**src/rtl/bcd_conv_seq_if.sv**
```systemverilog
// Start/done handshake and result bundle for the sequential binary-to-BCD converter.
// The master side requests conversions; the slave side is the converter itself.
interface bcd_conv_seq_if #(
    parameter int WIDTH  = 8,
    parameter int DIGITS = 3
);
    logic                  start;
    logic [WIDTH-1:0]      bin;
    logic                  ready;
    logic                  busy;
    logic                  done;
    logic [4*DIGITS-1:0]   bcd;
    logic [DIGITS-1:0]     blank;
    logic                  ovf;

    modport master (
        output start, bin,
        input  ready, busy, done, bcd, blank, ovf
    );

    modport slave (
        input  start, bin,
        output ready, busy, done, bcd, blank, ovf
    );
endinterface

```
**src/rtl/bcd_conv_seq.sv**
```systemverilog
// Sequential double-dabble binary-to-BCD converter, one input bit per clock.
// Produces a leading-zero blank mask and saturates to all nines on digit overflow.
module bcd_conv_seq #(
    parameter int WIDTH  = 8,
    parameter int DIGITS = 3
) (
    input  logic           clk,
    input  logic           rst_n,
    bcd_conv_seq_if.slave  bus
);
    localparam int CW = (WIDTH > 1) ? $clog2(WIDTH) : 1;
    localparam logic [DIGITS-1:0]   BLANK_RST = {DIGITS{1'b1}} << 1;
    localparam logic [4*DIGITS-1:0] SAT       = {DIGITS{4'h9}};

    typedef enum logic [1:0] {IDLE, SHIFT, DONE} state_t;

    state_t                state;
    state_t                state_next;
    logic [WIDTH-1:0]      shreg;
    logic [WIDTH-1:0]      sh_next;
    logic [4*DIGITS-1:0]   digits;
    logic [4*DIGITS-1:0]   adj;
    logic [4*DIGITS-1:0]   dig_next;
    logic [CW-1:0]         cnt;
    logic                  ovf_s;
    logic                  ovf_next;
    logic                  all_zero;
    logic [DIGITS-1:0]     blank_next;
    logic [4*DIGITS-1:0]   bcd_q;
    logic [DIGITS-1:0]     blank_q;
    logic                  ovf_q;
    logic                  ready_c;
    logic                  busy_c;
    logic                  done_c;

    always_ff @(posedge clk) begin
        if (!rst_n) begin
            state <= IDLE;
        end else begin
            state <= state_next;
        end
    end

    always_comb begin
        state_next = state;
        ready_c    = 1'b0;
        busy_c     = 1'b0;
        done_c     = 1'b0;
        case (state)
            IDLE: begin
                ready_c = 1'b1;
                if (bus.start) begin
                    state_next = SHIFT;
                end
            end
            SHIFT: begin
                busy_c = 1'b1;
                if (cnt == '0) begin
                    state_next = DONE;
                end
            end
            DONE: begin
                busy_c     = 1'b1;
                done_c     = 1'b1;
                state_next = IDLE;
            end
            default: state_next = IDLE;
        endcase
    end

    // One double-dabble step; the bit pushed out of the top digit means the value
    // no longer fits, and the blank mask scans down from the most significant digit.
    always_comb begin
        adj = '0;
        for (int k = 0; k < DIGITS; k++) begin
            adj[4*k +: 4] = (digits[4*k +: 4] >= 4'd5) ? digits[4*k +: 4] + 4'd3
                                                        : digits[4*k +: 4];
        end
        dig_next = {adj[4*DIGITS-2:0], shreg[WIDTH-1]};
        sh_next  = {shreg[WIDTH-2:0], 1'b0};
        ovf_next = ovf_s | adj[4*DIGITS-1];
        for (int k = 0; k < DIGITS; k++) begin
            if (dig_next[4*k +: 4] > 4'd9) begin
                ovf_next = 1'b1;
            end
        end
        all_zero   = 1'b1;
        blank_next = '0;
        for (int k = DIGITS - 1; k >= 1; k--) begin
            all_zero      = all_zero & (dig_next[4*k +: 4] == 4'd0);
            blank_next[k] = all_zero & ~ovf_next;
        end
    end

    always_ff @(posedge clk) begin
        if (!rst_n) begin
            shreg   <= '0;
            digits  <= '0;
            cnt     <= '0;
            ovf_s   <= 1'b0;
            bcd_q   <= '0;
            blank_q <= BLANK_RST;
            ovf_q   <= 1'b0;
        end else begin
            case (state)
                IDLE: begin
                    if (bus.start) begin
                        shreg  <= bus.bin;
                        digits <= '0;
                        cnt    <= CW'(WIDTH - 1);
                        ovf_s  <= 1'b0;
                    end
                end
                SHIFT: begin
                    shreg  <= sh_next;
                    digits <= dig_next;
                    cnt    <= cnt - CW'(1);
                    ovf_s  <= ovf_next;
                    if (cnt == '0) begin
                        bcd_q   <= ovf_next ? SAT : dig_next;
                        blank_q <= blank_next;
                        ovf_q   <= ovf_next;
                    end
                end
                default: ;
            endcase
        end
    end

    assign bus.ready = ready_c;
    assign bus.busy  = busy_c;
    assign bus.done  = done_c;
    assign bus.bcd   = bcd_q;
    assign bus.blank = blank_q;
    assign bus.ovf   = ovf_q;
endmodule

```
**src/flat_wrapper.sv**
```systemverilog
// flat-port wrapper written by rule: the top's interface ports become plain ports
module bcd_conv_seq_flat 
#(
    parameter int WIDTH  = 8,
    parameter int DIGITS = 3
)
  (clk, rst_n, bus_start, bus_bin, bus_ready, bus_busy, bus_done, bus_bcd, bus_blank, bus_ovf);
  bcd_conv_seq_if #(.WIDTH(WIDTH), .DIGITS(DIGITS)) bus_i ();
  input  logic clk;
  input  logic rst_n;
  input wire logic [$bits(bus_i.start)-1:0] bus_start;
  input wire logic [$bits(bus_i.bin)-1:0] bus_bin;
  output wire logic [$bits(bus_i.ready)-1:0] bus_ready;
  output wire logic [$bits(bus_i.busy)-1:0] bus_busy;
  output wire logic [$bits(bus_i.done)-1:0] bus_done;
  output wire logic [$bits(bus_i.bcd)-1:0] bus_bcd;
  output wire logic [$bits(bus_i.blank)-1:0] bus_blank;
  output wire logic [$bits(bus_i.ovf)-1:0] bus_ovf;
  assign bus_i.start = bus_start;
  assign bus_i.bin = bus_bin;
  assign bus_ready = bus_i.ready;
  assign bus_busy = bus_i.busy;
  assign bus_done = bus_i.done;
  assign bus_bcd = bus_i.bcd;
  assign bus_blank = bus_i.blank;
  assign bus_ovf = bus_i.ovf;
  bcd_conv_seq #(.WIDTH(WIDTH), .DIGITS(DIGITS)) u_core (.clk(clk), .rst_n(rst_n), .bus(bus_i));
endmodule
```
**config.mk**
```make
export PLATFORM = sky130hd
export DESIGN_NAME = bcd_conv_seq_flat
export DESIGN_NICKNAME = d
export VERILOG_FILES = /design/src/rtl/bcd_conv_seq_if.sv /design/src/rtl/bcd_conv_seq.sv /design/src/flat_wrapper.sv
export SDC_FILE = /design/constraint.sdc
export NUM_CORES = 1
export LEC_CHECK = 0
export CORE_MARGIN = 2
export CORE_UTILIZATION = 45
export CTS_CLUSTER_SIZE = 12
export DETAILED_ROUTE_END_ITERATION = 12
export GPL_TIMING_DRIVEN = 0
export PLACE_DENSITY = 0.69
export SYNTH_ARGS = -nofsm -noshare
export SYNTH_HDL_FRONTEND = slang
export SYNTH_SLANG_ARGS = --single-unit
```
**constraint.sdc**
```tcl
create_clock -name clk -period 2.91 [get_ports clk]
set_clock_uncertainty 0.05 [all_clocks]
set_input_delay 0.4365 -clock clk [delete_from_list [all_inputs] [get_ports clk]]
set_output_delay 0.4365 -clock clk [all_outputs]
set_load 0.005 [all_outputs]
```
=== Yosys cells after proc, flatten, opt, wreduce, memory -nomap -nowiden ===
Index checks and enable logic that the tools add are counted.

* Register bits: 41
* Word-level logic and storage cells: 57

* Magnitude comparators: 6
* Reduce and logical (&&, ||, !) cells: 9
* Add/subtract/negate cells: 4
* Bitwise gates (word level): 5
* Equality and inequality tests: 4
* Muxes and demuxes: 21

{| class="wikitable"
|+ Operator list
! operator !! number
|-
| $mux 12 || 2
|-
| $pmux 12 s2 || 1
|-
| $pmux 8 s2 || 1
|-
| $add 4x2->4 const B || 3
|-
| $ge 4x3->1 const B || 3
|-
| $gt 4x4->1 const B || 3
|-
| $mux 4 || 3
|-
| $logic_not 4->1 || 2
|-
| $mux 8 || 1
|-
| $mux 1 || 7
|-
| $pmux 3 s2 || 1
|-
| $reduce_and 2->1 || 3
|-
| $mux 2 || 2
|-
| $pmux 2 s2 || 1
|-
| $and 1x1->1 || 3
|-
| $logic_not 3->1 || 1
|-
| $mux 3 || 1
|-
| $sub 3x1->3 const B || 1
|-
| $eq 2x1->1 const B || 1
|-
| $eq 2x2->1 const B || 1
|-
| $logic_not 2->1 || 1
|-
| $ne 2x1->1 const B || 1
|-
| $ne 2x2->1 const B || 1
|-
| $pmux 1 s2 || 1
|-
| 4 further kinds || 4
|}

=== Logic depth before layout (Yosys ltp) ===
Gate-level depths: netlist of run 1.

* Depth after elaboration: 8
* Depth in mapped cells: 9
* Mapped depth without buffers: 7

=== Least setup slack after synthesis of run 1 ===
OpenSTA, ideal clock, no wires.

* Path kind: register -> register
* From: reg u_core.digits[5]
* To: reg u_core.bcd_q[7] (netlist: u_core.bus.bcd[7])
* Stages on the path, launching flop included: 9
* Required time: 2.723 ns
* Path slack: 1.040 ns
* Buffers on the path: 1
* Data arrival time: 1.683 ns
* Cell sequence: dfxtp_1 inv_1 ha_1 nand2b_1 a2111oi_2 o21bai_2 o2111a_2 buf_6 a31oi_1

* Word-level cells in the longest chain between the ends: 6
* Elaborated cells on any way between the ends: 8
* Classes of those cells: add/sub: 1; order compare: 3; mux: 4

{| class="wikitable"
|+ Ends and longest elaborated chain
! item !! line !! source
|-
| start: declaration || bcd_conv_seq.sv:21 || <nowiki>logic [4*DIGITS-1:0] digits;</nowiki>
|-
| start signal: assignment || bcd_conv_seq.sv:116 || <nowiki>digits <= dig_next;</nowiki>
|-
| $add 4x2->4 or $ge 4x3->1 (tied branches) || bcd_conv_seq.sv:76 || <nowiki>adj[4*k +: 4] = (digits[4*k +: 4] >= 4'd5) ? digits[4*k +: 4] + 4'd3</nowiki>
|-
| $mux 4 * || bcd_conv_seq.sv:76 ||
|-
| $gt 4x4->1 || bcd_conv_seq.sv:83 || <nowiki>if (dig_next[4*k +: 4] > 4'd9) begin</nowiki>
|-
| $mux 1 (2 in a row) || bcd_conv_seq.sv:83 ||
|-
| $mux 12 * || bcd_conv_seq.sv:120 || <nowiki>bcd_q <= ovf_next ? SAT : dig_next;</nowiki>
|-
| end signal: assignment || bcd_conv_seq.sv:120 ||
|-
| end: declaration || bcd_conv_seq.sv:29 || <nowiki>logic [4*DIGITS-1:0] bcd_q;</nowiki>
|}

Mark *: on every way between the ends. The rest lies on a longest branch, timed or not.
A chain may end at the register's enable or synchronous reset.

=== Final worst setup path of run 1 ===
* From: reg u_core.digits[1]
* To: reg u_core.bcd_q[9] (netlist: u_core.bus.bcd[9])

* Word-level cells in the longest chain between the ends: 7
* Elaborated cells on any way between the ends: 9
* Classes of those cells: add/sub: 1; order compare: 3; mux: 5

{| class="wikitable"
|+ Ends and longest elaborated chain
! item !! line
|-
| $add 4x2->4 or $ge 4x3->1 (tied branches) || bcd_conv_seq.sv:76
|-
| $mux 4 * || bcd_conv_seq.sv:76
|-
| $gt 4x4->1 || bcd_conv_seq.sv:83
|-
| $mux 1 || bcd_conv_seq.sv:83
|-
| $mux 1 * (2 in a row) || bcd_conv_seq.sv:83
|-
| $mux 12 * || bcd_conv_seq.sv:120
|}

Marked as above.

==> out/metrics.cfg, run 1 <==
[critical_path]
critical_path_class = reg2reg
worstPathMaxFanout = 10
cp.required_ps = 3050
rrSetupSlack_ps = 780
r2r_cells = 8
worstReg2RegEnd = u_core.bus.bcd[9]
endpoint_kind = flop
reg2reg_from = u_core.digits[1]
cp-start-kind = flop
arrival_ps = 2270

[die]
io_pins = 30
rows = 24
dieArea_sq_mm = 0.00505
die_h_microns = 71.1
initial_core_util = 0.465
die_x_microns = 71.1
core-area_sq_mm = 0.00435

[placement]
hpwl_mm = 3.33
io_buffer_count = 28
gp_congestion = 0.844

[global_routing]
grt_pass1_vias = 1665
overflow = 0
grtUsageTotal = 0.196
grt_pass1_wl_mm = 7.71
grt_max_degree = 12
antenna_found_initial = 0

[logic_synthesis]
synth_cell_types = 41
yosysMostFrequentCell = dfxtp_1
synth_top_cell_by_area = dfxtp_1
ys_seq_area_frac = 0.406
syn-cell-area_sq_mm = 0.00202
ys_top_cells_by_area = dfxtp_1, ha_1, nor2_1
synth_top_area_frac = 0.406
yosys-top-cells-count = dfxtp_1, nor2_1, o21ai_0
synth_nets = 253
syn_avg_cell_area_sq_um = 8.76
synth_edf_count = 0
syn_inst = 231
synth_flop_cell = dfxtp_1
synth.ff_latch_count = 41
synthArstFlopShare = 0
yosys_warnings = 0

[power_and_ir_drop]
sequentialPowerShare = 0.505
switching_share = 0.287
power_leakage_nw = 0.902
power_frac_comb = 0.206
power.share.clock = 0.289
power_density_mw_per_mm2 = 510
power_switching_mw = 0.359
intPower_mw = 0.890
peakVddDrop_uv = 283

[layout]
syn2layout_area_growth_pct = 21.0
utilization = 0.562
final_nets = 288
drive_above_1_share = 0.0599
antenna_cells = 0

[sta]
fmax_mhz = 470
rsz0062_at_grt = false
layout_min_cycle_time_ps = 2130
maxSlewHeadroom = 0.603
fin_crit_sh = 0.731
worstMarginPinSlew_ps = 595
setup-violations-final = 0
setup_tns_ps = 0
hold_violations = 0
drv_slew = 0

[clocking]
cts_setup_buffers = 0
clockBufferDepth = 2
clock_sinks = 41
clockRootBuffer = clkbuf_8
cts_tree = built
path_clk_slew_ps = 70
postCtsHoldBufs = 0
numCtsBuffers = 5
cts_resized = 0
htreeDepth = 2
insertion_delay_ps = 300

[detailed_routing]
wl_per_cell_microns = 14.2
drc = 0
viasPerCell = 5.52
route.vias.total = 1760
routed_wl_mm = 4.54
ant_nets = 0
firstDrtPassIters = 4
drt_iter0_drc = 115

[outcome]
status = complete, no violations

[min_path]
worst_hold_path.num_cells = 2
hold_class = reg2reg
holdCritStartpoint = u_core.bus.bcd[5]
min_to = u_core.bus.bcd[5]

[run]
drv_cap = 0

[worst max-delay path, cell delays in order, from the launching register on]
cell and delay [ps]:
dfxtp_1 380, inv_1 90, ha_1 190, nand2b_1 160, a21oi_1 310, o22ai_1 230
o2111a_2 240, buf_6 150, a32o_1 210
[layout make-up]
| cell class | count | area, sq um |
|---|---|---|
| fillers | 397 | 1910 |
| multi-input cells | 165 | 1090 |
| flip-flops and latches | 41 | 821 |
| repair buffers | 28 | 280 |
| clock buffers | 8 | 80.1 |
| well taps | 52 | 65.1 |
| plain buffers | 12 | 61.3 |
| inverters | 13 | 48.8 |
[layout by cell type, fill, tap and decap left out, types with 2 or more instances in the layout]
cell type / synthesis / routed
a211oi_1: 8 / 8
a21oi_1: 16 / 16
a22oi_1: 9 / 9
a31oi_1: 5 / 5
a32o_1: 4 / 4
and2_1: 3 / 3
buf_4: 2 / 2
clkbuf_1: 7 / 10
clkbuf_8: 0 / 5
clkdlybuf4s50_1: 0 / 28
dfxtp_1: 41 / 41
ha_1: 11 / 11
inv_1: 12 / 12
mux2i_1: 10 / 10
nand2_1: 12 / 12
nand2b_1: 6 / 6
nand3_1: 5 / 5
nor2_1: 28 / 28
nor3b_1: 5 / 5
o21a_1: 2 / 2
o21ai_0: 18 / 18
o22ai_1: 3 / 3
o31ai_1: 2 / 2
xnor2_1: 3 / 3
[stage by stage]
stage	std cells	instance area, sq um	total power, mW	hold slack, ps	setup WS, ps
after floorplan	231	2020	0.799	387	1040
after global placement	311	2370	0.896	389	578
after detailed placement	311	2370	0.901	400	571
after CTS	319	2450	1.26	417	788
after global routing	319	2450	1.32	429	573
final	319	2450	1.25	408	784
[registers in the layout, summed over array words and instances (netlist names)]
register,cells
u_core.bus.bcd,12
u_core.bus.blank,2
u_core.bus.ovf,1
u_core.cnt,3
u_core.digits,12
u_core.ovf_s,1
u_core.shreg,8
u_core.state,2
[worst max-delay path by stage]
stage | from | end
after floorplan | u_core.digits[5] | u_core.bus.bcd[7]
after global placement | bus_start | u_core.digits[1]
after detailed placement | bus_start | u_core.digits[1]
after CTS | u_core.state[0] | u_core.digits[1]
after global routing | u_core.state[0] | u_core.digits[1]
final | u_core.digits[1] | u_core.bus.bcd[9]
[cells by family after synthesis]
| group | share of synthesized area |
|---|---|
| AOI/OAI and AO/OA | 0.263 |
| xor gates and xnor gates | 0.0130 |
| muxes | 0.0495 |
| other | 0.00185 |
| buffers and inverters | 0.0544 |
| DFF | 0.406 |
| and+or+nand+nor | 0.145 |
| adders and majority gates | 0.0680 |
[routing by layer]
layer  routed length (microns)  global-route usage  vias up
li1                          -                   -      896
met3                       186              0.0427        8
met5                         0                   0        -
met2                      2080               0.319       38
met4                        85              0.0839        0
met1                      2190               0.252      818
[power groups by stage]
stage / sequential (mW) / clock [mW] / combinational (mW)
6_report: 0.630 / 0.361 / 0.257
5_1_grt: 0.634 / 0.396 / 0.288
4_1_cts: 0.630 / 0.372 / 0.260
3_5_place_dp: 0.642 / 0 / 0.259
3_3_place_gp: 0.642 / 0 / 0.254
2_1_floorplan: 0.638 / 0 / 0.162
Power figures use the tool's default switching activity.
==> inputs of run 2 (changes only) <==
==> constraint.sdc (replaced) <==
create_clock -name clk -period 2.1 [get_ports clk]
set_clock_uncertainty 0.05 [all_clocks]
set_input_delay 0.315 -clock clk [delete_from_list [all_inputs] [get_ports clk]]
set_output_delay 0.315 -clock clk [all_outputs]
set_load 0.005 [all_outputs]
==> run 2 against run 1 <==
Effect of this change:
- critical path type unchanged
- sequential share of layout area fell by 0.37 points
- non-clock buffer count did not move
- cell count did not move
- global-route usage did not move
- wire length rose by 1.9%
- design area rose by 1.7%
- core utilization rose by 0.98 points
- worst hold slack barely moved
- first-iteration DRC count rose by 41%
- worst setup slack got worse by 690 ps
- total power rose by 39%
==> out/metrics.cfg, run 2 (synthesis gave the netlist of run 1 again) <==
[sta]
layout_min_cycle_time_ps = 2010
maxSlewHeadroom = 0.602
drv_slew = 0
worstMarginPinSlew_ps = 596
hold_violations = 0
setup-violations-final = 0
fin_crit_sh = 0.957
whs_ps = 408
fmax_mhz = 498

[global_routing]
grt_max_degree = 12
grtUsageTotal = 0.196
antenna_found_initial = 0
grt_pass1_wl_mm = 7.71
overflow = 0
grt_pass1_vias = 1665

[critical_path]
cp-start-kind = flop
crit_chain = inv_1 -> ha_1 -> nand2b_1 -> a21oi_2 -> o21bai_4 -> o2111a_2 -> buf_6 -> a32o_1
critical_path_class = reg2reg
arrival_ps = 2160
cp_slowest_cell = dfxtp_2
crit_buf_inv = 2
worstPathMaxFanout = 10
slowest_delay_ps = 360
critPathTopFamily = compound AO/OA/AOI/OAI gates
endpoint_kind = flop
cp.required_ps = 2250

[die]
io_pins = 30
rows = 24
core-area_sq_mm = 0.00435
dieArea_sq_mm = 0.00505
initial_core_util = 0.465
die_h_microns = 71.1
die_x_microns = 71.1

[layout]
final_common_cell = dfxtp_1
final_nets = 288
syn2layout_area_growth_pct = 23.1
antenna_cells = 0
drive_above_1_share = 0.109
finalInstanceArea_sq_mm = 0.00249
fillers = 391
final_cell_mix = dfxtp_1, nor2_1, clkdlybuf4s50_1

[clocking]
path_clk_slew_ps = 70
clockRootBuffer = clkbuf_8
clockBufferDepth = 2
cts_tree = built
htreeDepth = 2
insertion_delay_ps = 300
clock_sinks = 41
numCtsBuffers = 5
postCtsHoldBufs = 0

[detailed_routing]
drt_iter0_drc = 162
drc = 0
route.vias.total = 1774
routed_wl_mm = 4.63
wl_per_cell_microns = 14.5
ant_nets = 0
firstDrtPassIters = 4
viasPerCell = 5.56

[power_and_ir_drop]
peakVddDrop_uv = 393
power_density_mw_per_mm2 = 696
power_leakage_nw = 0.917

[min_path]
hold_class = reg2reg

[placement]
dpl_cell_area_sq_mm = 0.00237
gp_congestion = 0.844
hpwl_mm = 3.33
io_buffer_count = 28

[outcome]
status = complete, no violations

[run]
drv_cap = 0

==> run 2: path summary, 6_finish.rpt <==
kind | from | endpoint | slack [ps] | cells after the start
setup / recovery | u_core.digits[5] | u_core.bus.bcd[9] | 90 | 8
hold / removal | u_core.bus.bcd[5] | u_core.bus.bcd[5] | 410 | 2
setup reg to reg | u_core.digits[5] | u_core.bus.bcd[9] | 90 | 8
hold reg to reg | u_core.bus.bcd[5] | u_core.bus.bcd[5] | 410 | 2
==> run 2: repair_timing <==
item,CTS,global route
gates resized for setup,1,13
hold endpoints to repair,0,0
gates cloned,0,0
pin swaps,0,2
setup buffers,0,1
endpoints found under the setup margin,4,28
==> run 2: area by class of cell <==
| cell class | instances | area [sq um] | share of cell area |
|---|---|---|---|
| well taps | 52 | 65.1 | 0.0261 |
| inverters | 13 | 48.8 | 0.0196 |
| clock buffers | 8 | 80.1 | 0.0321 |
| multi-input cells | 165 | 1120 | 0.451 |
| repair buffers | 29 | 288 | 0.116 |
| flip-flops and latches | 41 | 826 | 0.331 |
| plain buffers | 11 | 60.1 | 0.0241 |
==> run 2: worst reg2reg max path, delay by kind of cell (launching register included) <==
kind / cells / cell delay (ps)
flip-flops: 1 / 360
buffers and inverters: 2 / 230
AND/OR/NAND/NOR: 1 / 200
AO/OA/AOI/OAI: 4 / 900
adder cells (fa/ha/maj): 1 / 180
==> run 2: layer usage <==
layer,vias up,share of wire,wire length [microns],track usage
li1,898,-,-,-
met1,833,0.46,2130,0.252
met2,35,0.48,2210,0.319
met3,8,0.043,199,0.0427
met4,0,0.019,86,0.0839
met5,-,0,0,0
==> run 2: report_power, final <==
| group | internal (mW) | switching (mW) | total (mW) |
|---|---|---|---|
| Combinational | 0.160 | 0.198 | 0.358 |
| Clock | 0.236 | 0.266 | 0.502 |
| Sequential | 0.838 | 0.0348 | 0.873 |
| Total | 1.23 | 0.499 | 1.73 |
==> run 2: per-stage QoR <==
stage / TNS [ps] / setup slack (ps) / util / instances / total power, mW
floorplan: 0 / 230 / - / 231 / 1.11
global placement: -948 / -111 / 0.544 / 311 / 1.24
detailed placement: -954 / -117 / 0.544 / 311 / 1.25
CTS: 0 / 3.95 / 0.563 / 319 / 1.75
global route: -0.906 / -0.906 / 0.572 / 319 / 1.83
finish: 0 / 90.6 / 0.572 / 319 / 1.73
==> inputs of run 3 (changes only) <==
--- a/config.mk
+++ b/config.mk
@@ -5,6 +5,7 @@
 export SDC_FILE = /design/constraint.sdc
 export NUM_CORES = 1
 export LEC_CHECK = 0
+export CAP_MARGIN = 10
 export CORE_MARGIN = 2
 export CORE_UTILIZATION = 45
 export CTS_CLUSTER_SIZE = 12
==> results of run 3 <==
No change in the layout: final DEF, timing and power equal those of run 2.
==> variant: new RTL, settings of run 2 <==
Reset style: asynchronous (`rst_n`), changed in 2 clocked blocks.
--- a/src/rtl/bcd_conv_seq.sv
+++ b/src/rtl/bcd_conv_seq.sv
@@ -35,3 +35,3 @@
 
-    always_ff @(posedge clk) begin
+    always_ff @(posedge clk or negedge rst_n) begin
         if (!rst_n) begin
@@ -94,3 +94,3 @@
 
-    always_ff @(posedge clk) begin
+    always_ff @(posedge clk or negedge rst_n) begin
         if (!rst_n) begin
Behaviour: differs if rst_n is asserted again (counterexample within 4 cycles, from zero or initial values and one cycle with rst_n low); with rst_n held inactive, the same outputs for 10 cycles.
==> variant against run 2 <==
Worst setup slack got worse by 0.032 ns; sequential cell count did not move; routed wire length down 3.6%; hold slack lost 0.046 ns; final area increased by 11%; critical path depth is 1 lower; count of clock-buffer cells in the layout unchanged; via count shrank 4.6%; largest cell class unchanged; synthesized area increased by 9.4%.
Power is not compared: it rests on default switching activity, and its combinational part moved more than twofold at a synthesized area within 25%.
==> variant: results (changes against run 2) <==
Run status: complete, no violations (unchanged). The total met2 wirelength after detailed routing is 2200 um (was 2210 um). The number of library cell types mapped by synthesis came out at 44 (was 41). The total placed cells including tap cells is 318 (was 311).

The timing startpoint of the critical path is u_core.digits[4] (was u_core.digits[5]). The weighted congestion reported at the end of routability-driven placement came to 0.784 (was 0.844). The number of vias after detailed routing was 1692 (was 1774). The largest fanout on the critical path came out at 5 (was 10). The number of nets in the synthesized netlist was 244 (was 253). The hold buffer count at cts is 1 (was 0). The multi-input logic portion of the cell area came to 40.0% (was 45.1%).

The detailed placer's ending HPWL is 3130 um (was 3330 um). The number of non-clock buffers in the layout is 44 (was 40). Top cell types by occurrence after synthesis: sky130_fd_sc_hd__dfrtp_1, sky130_fd_sc_hd__nand2_1, sky130_fd_sc_hd__o21ai_0 (was sky130_fd_sc_hd__dfxtp_1, sky130_fd_sc_hd__nor2_1, sky130_fd_sc_hd__o21ai_0). The total global routing track utilization is 18.3% (was 19.6%). The share of the yosys chip area belonging to registers is 46.5% (was 40.6%). The final-layout non-clock buffer area share is 14.4% (was 14.0%). The final worst hold slack is 0.362 ns (was 0.408 ns). The total routed wire length on the met1 layer came out at 2000 um (was 2130 um). Main area contributors after synthesis: sky130_fd_sc_hd__dfrtp_1, sky130_fd_sc_hd__ha_1, sky130_fd_sc_hd__nand2_1 (was sky130_fd_sc_hd__dfxtp_1, sky130_fd_sc_hd__ha_1, sky130_fd_sc_hd__nor2_1).

The share of final layout cell area taken by clock buffers and inverters is 3.27% (was 3.21%). The dominant synthesized flop cell is sky130_fd_sc_hd__dfrtp_1 (was sky130_fd_sc_hd__dfxtp_1). The fraction of registers with async set/reset came out at 100% (was 0%). The aggregate routed wire length is 4460 um (was 4630 um).

The depth of the worst register-to-register path came out at 7 (was 8). The share of the final layout cell area in sequential cells is 37.3% (was 33.1%). The last element of the critical path was u_core.bus.bcd[0] (was u_core.bus.bcd[9]).

The path class of the lowest-slack min-delay path was primary input to asynchronous set/reset pin (was flip-flop to flip-flop). The number of nets in the final layout is 283 (was 288). The count of instances resized after the clock tree is built is 2 (was 1). The detailed-routed wire length on met3 is 200 um (was 199 um). The worst slack at placement was -0.0459 ns (was -0.117 ns).
variant: cell count changes after synthesis, moves of 6 or more:
cell and change:
sky130_fd_sc_hd__dfxtp_1 -41, sky130_fd_sc_hd__dfrtp_1 +39, sky130_fd_sc_hd__nand2_1 +24, sky130_fd_sc_hd__nor2_1 -24, sky130_fd_sc_hd__a22oi_1 -9, sky130_fd_sc_hd__o21ai_0 +9, sky130_fd_sc_hd__a211oi_1 -8, sky130_fd_sc_hd__a21oi_1 -6
variant: cells by family (layout without fill, tap and decap cells):
logic type | after synthesis | count (layout) | share of synthesized area (%)
flip-flops | 41 | 41 | 46.5
XOR/XNOR | 4 | 4 | 1.58
adder cells (fa/ha/maj) | 11 | 11 | 6.22
buffers and inverters | 26 | 66 | 5.71
AO/OA/AOI/OAI | 61 | 61 | 19.0
other | 1 | 1 | 0.169
multiplexers | 15 | 15 | 7.07
AND/OR/NAND/NOR | 63 | 63 | 13.8
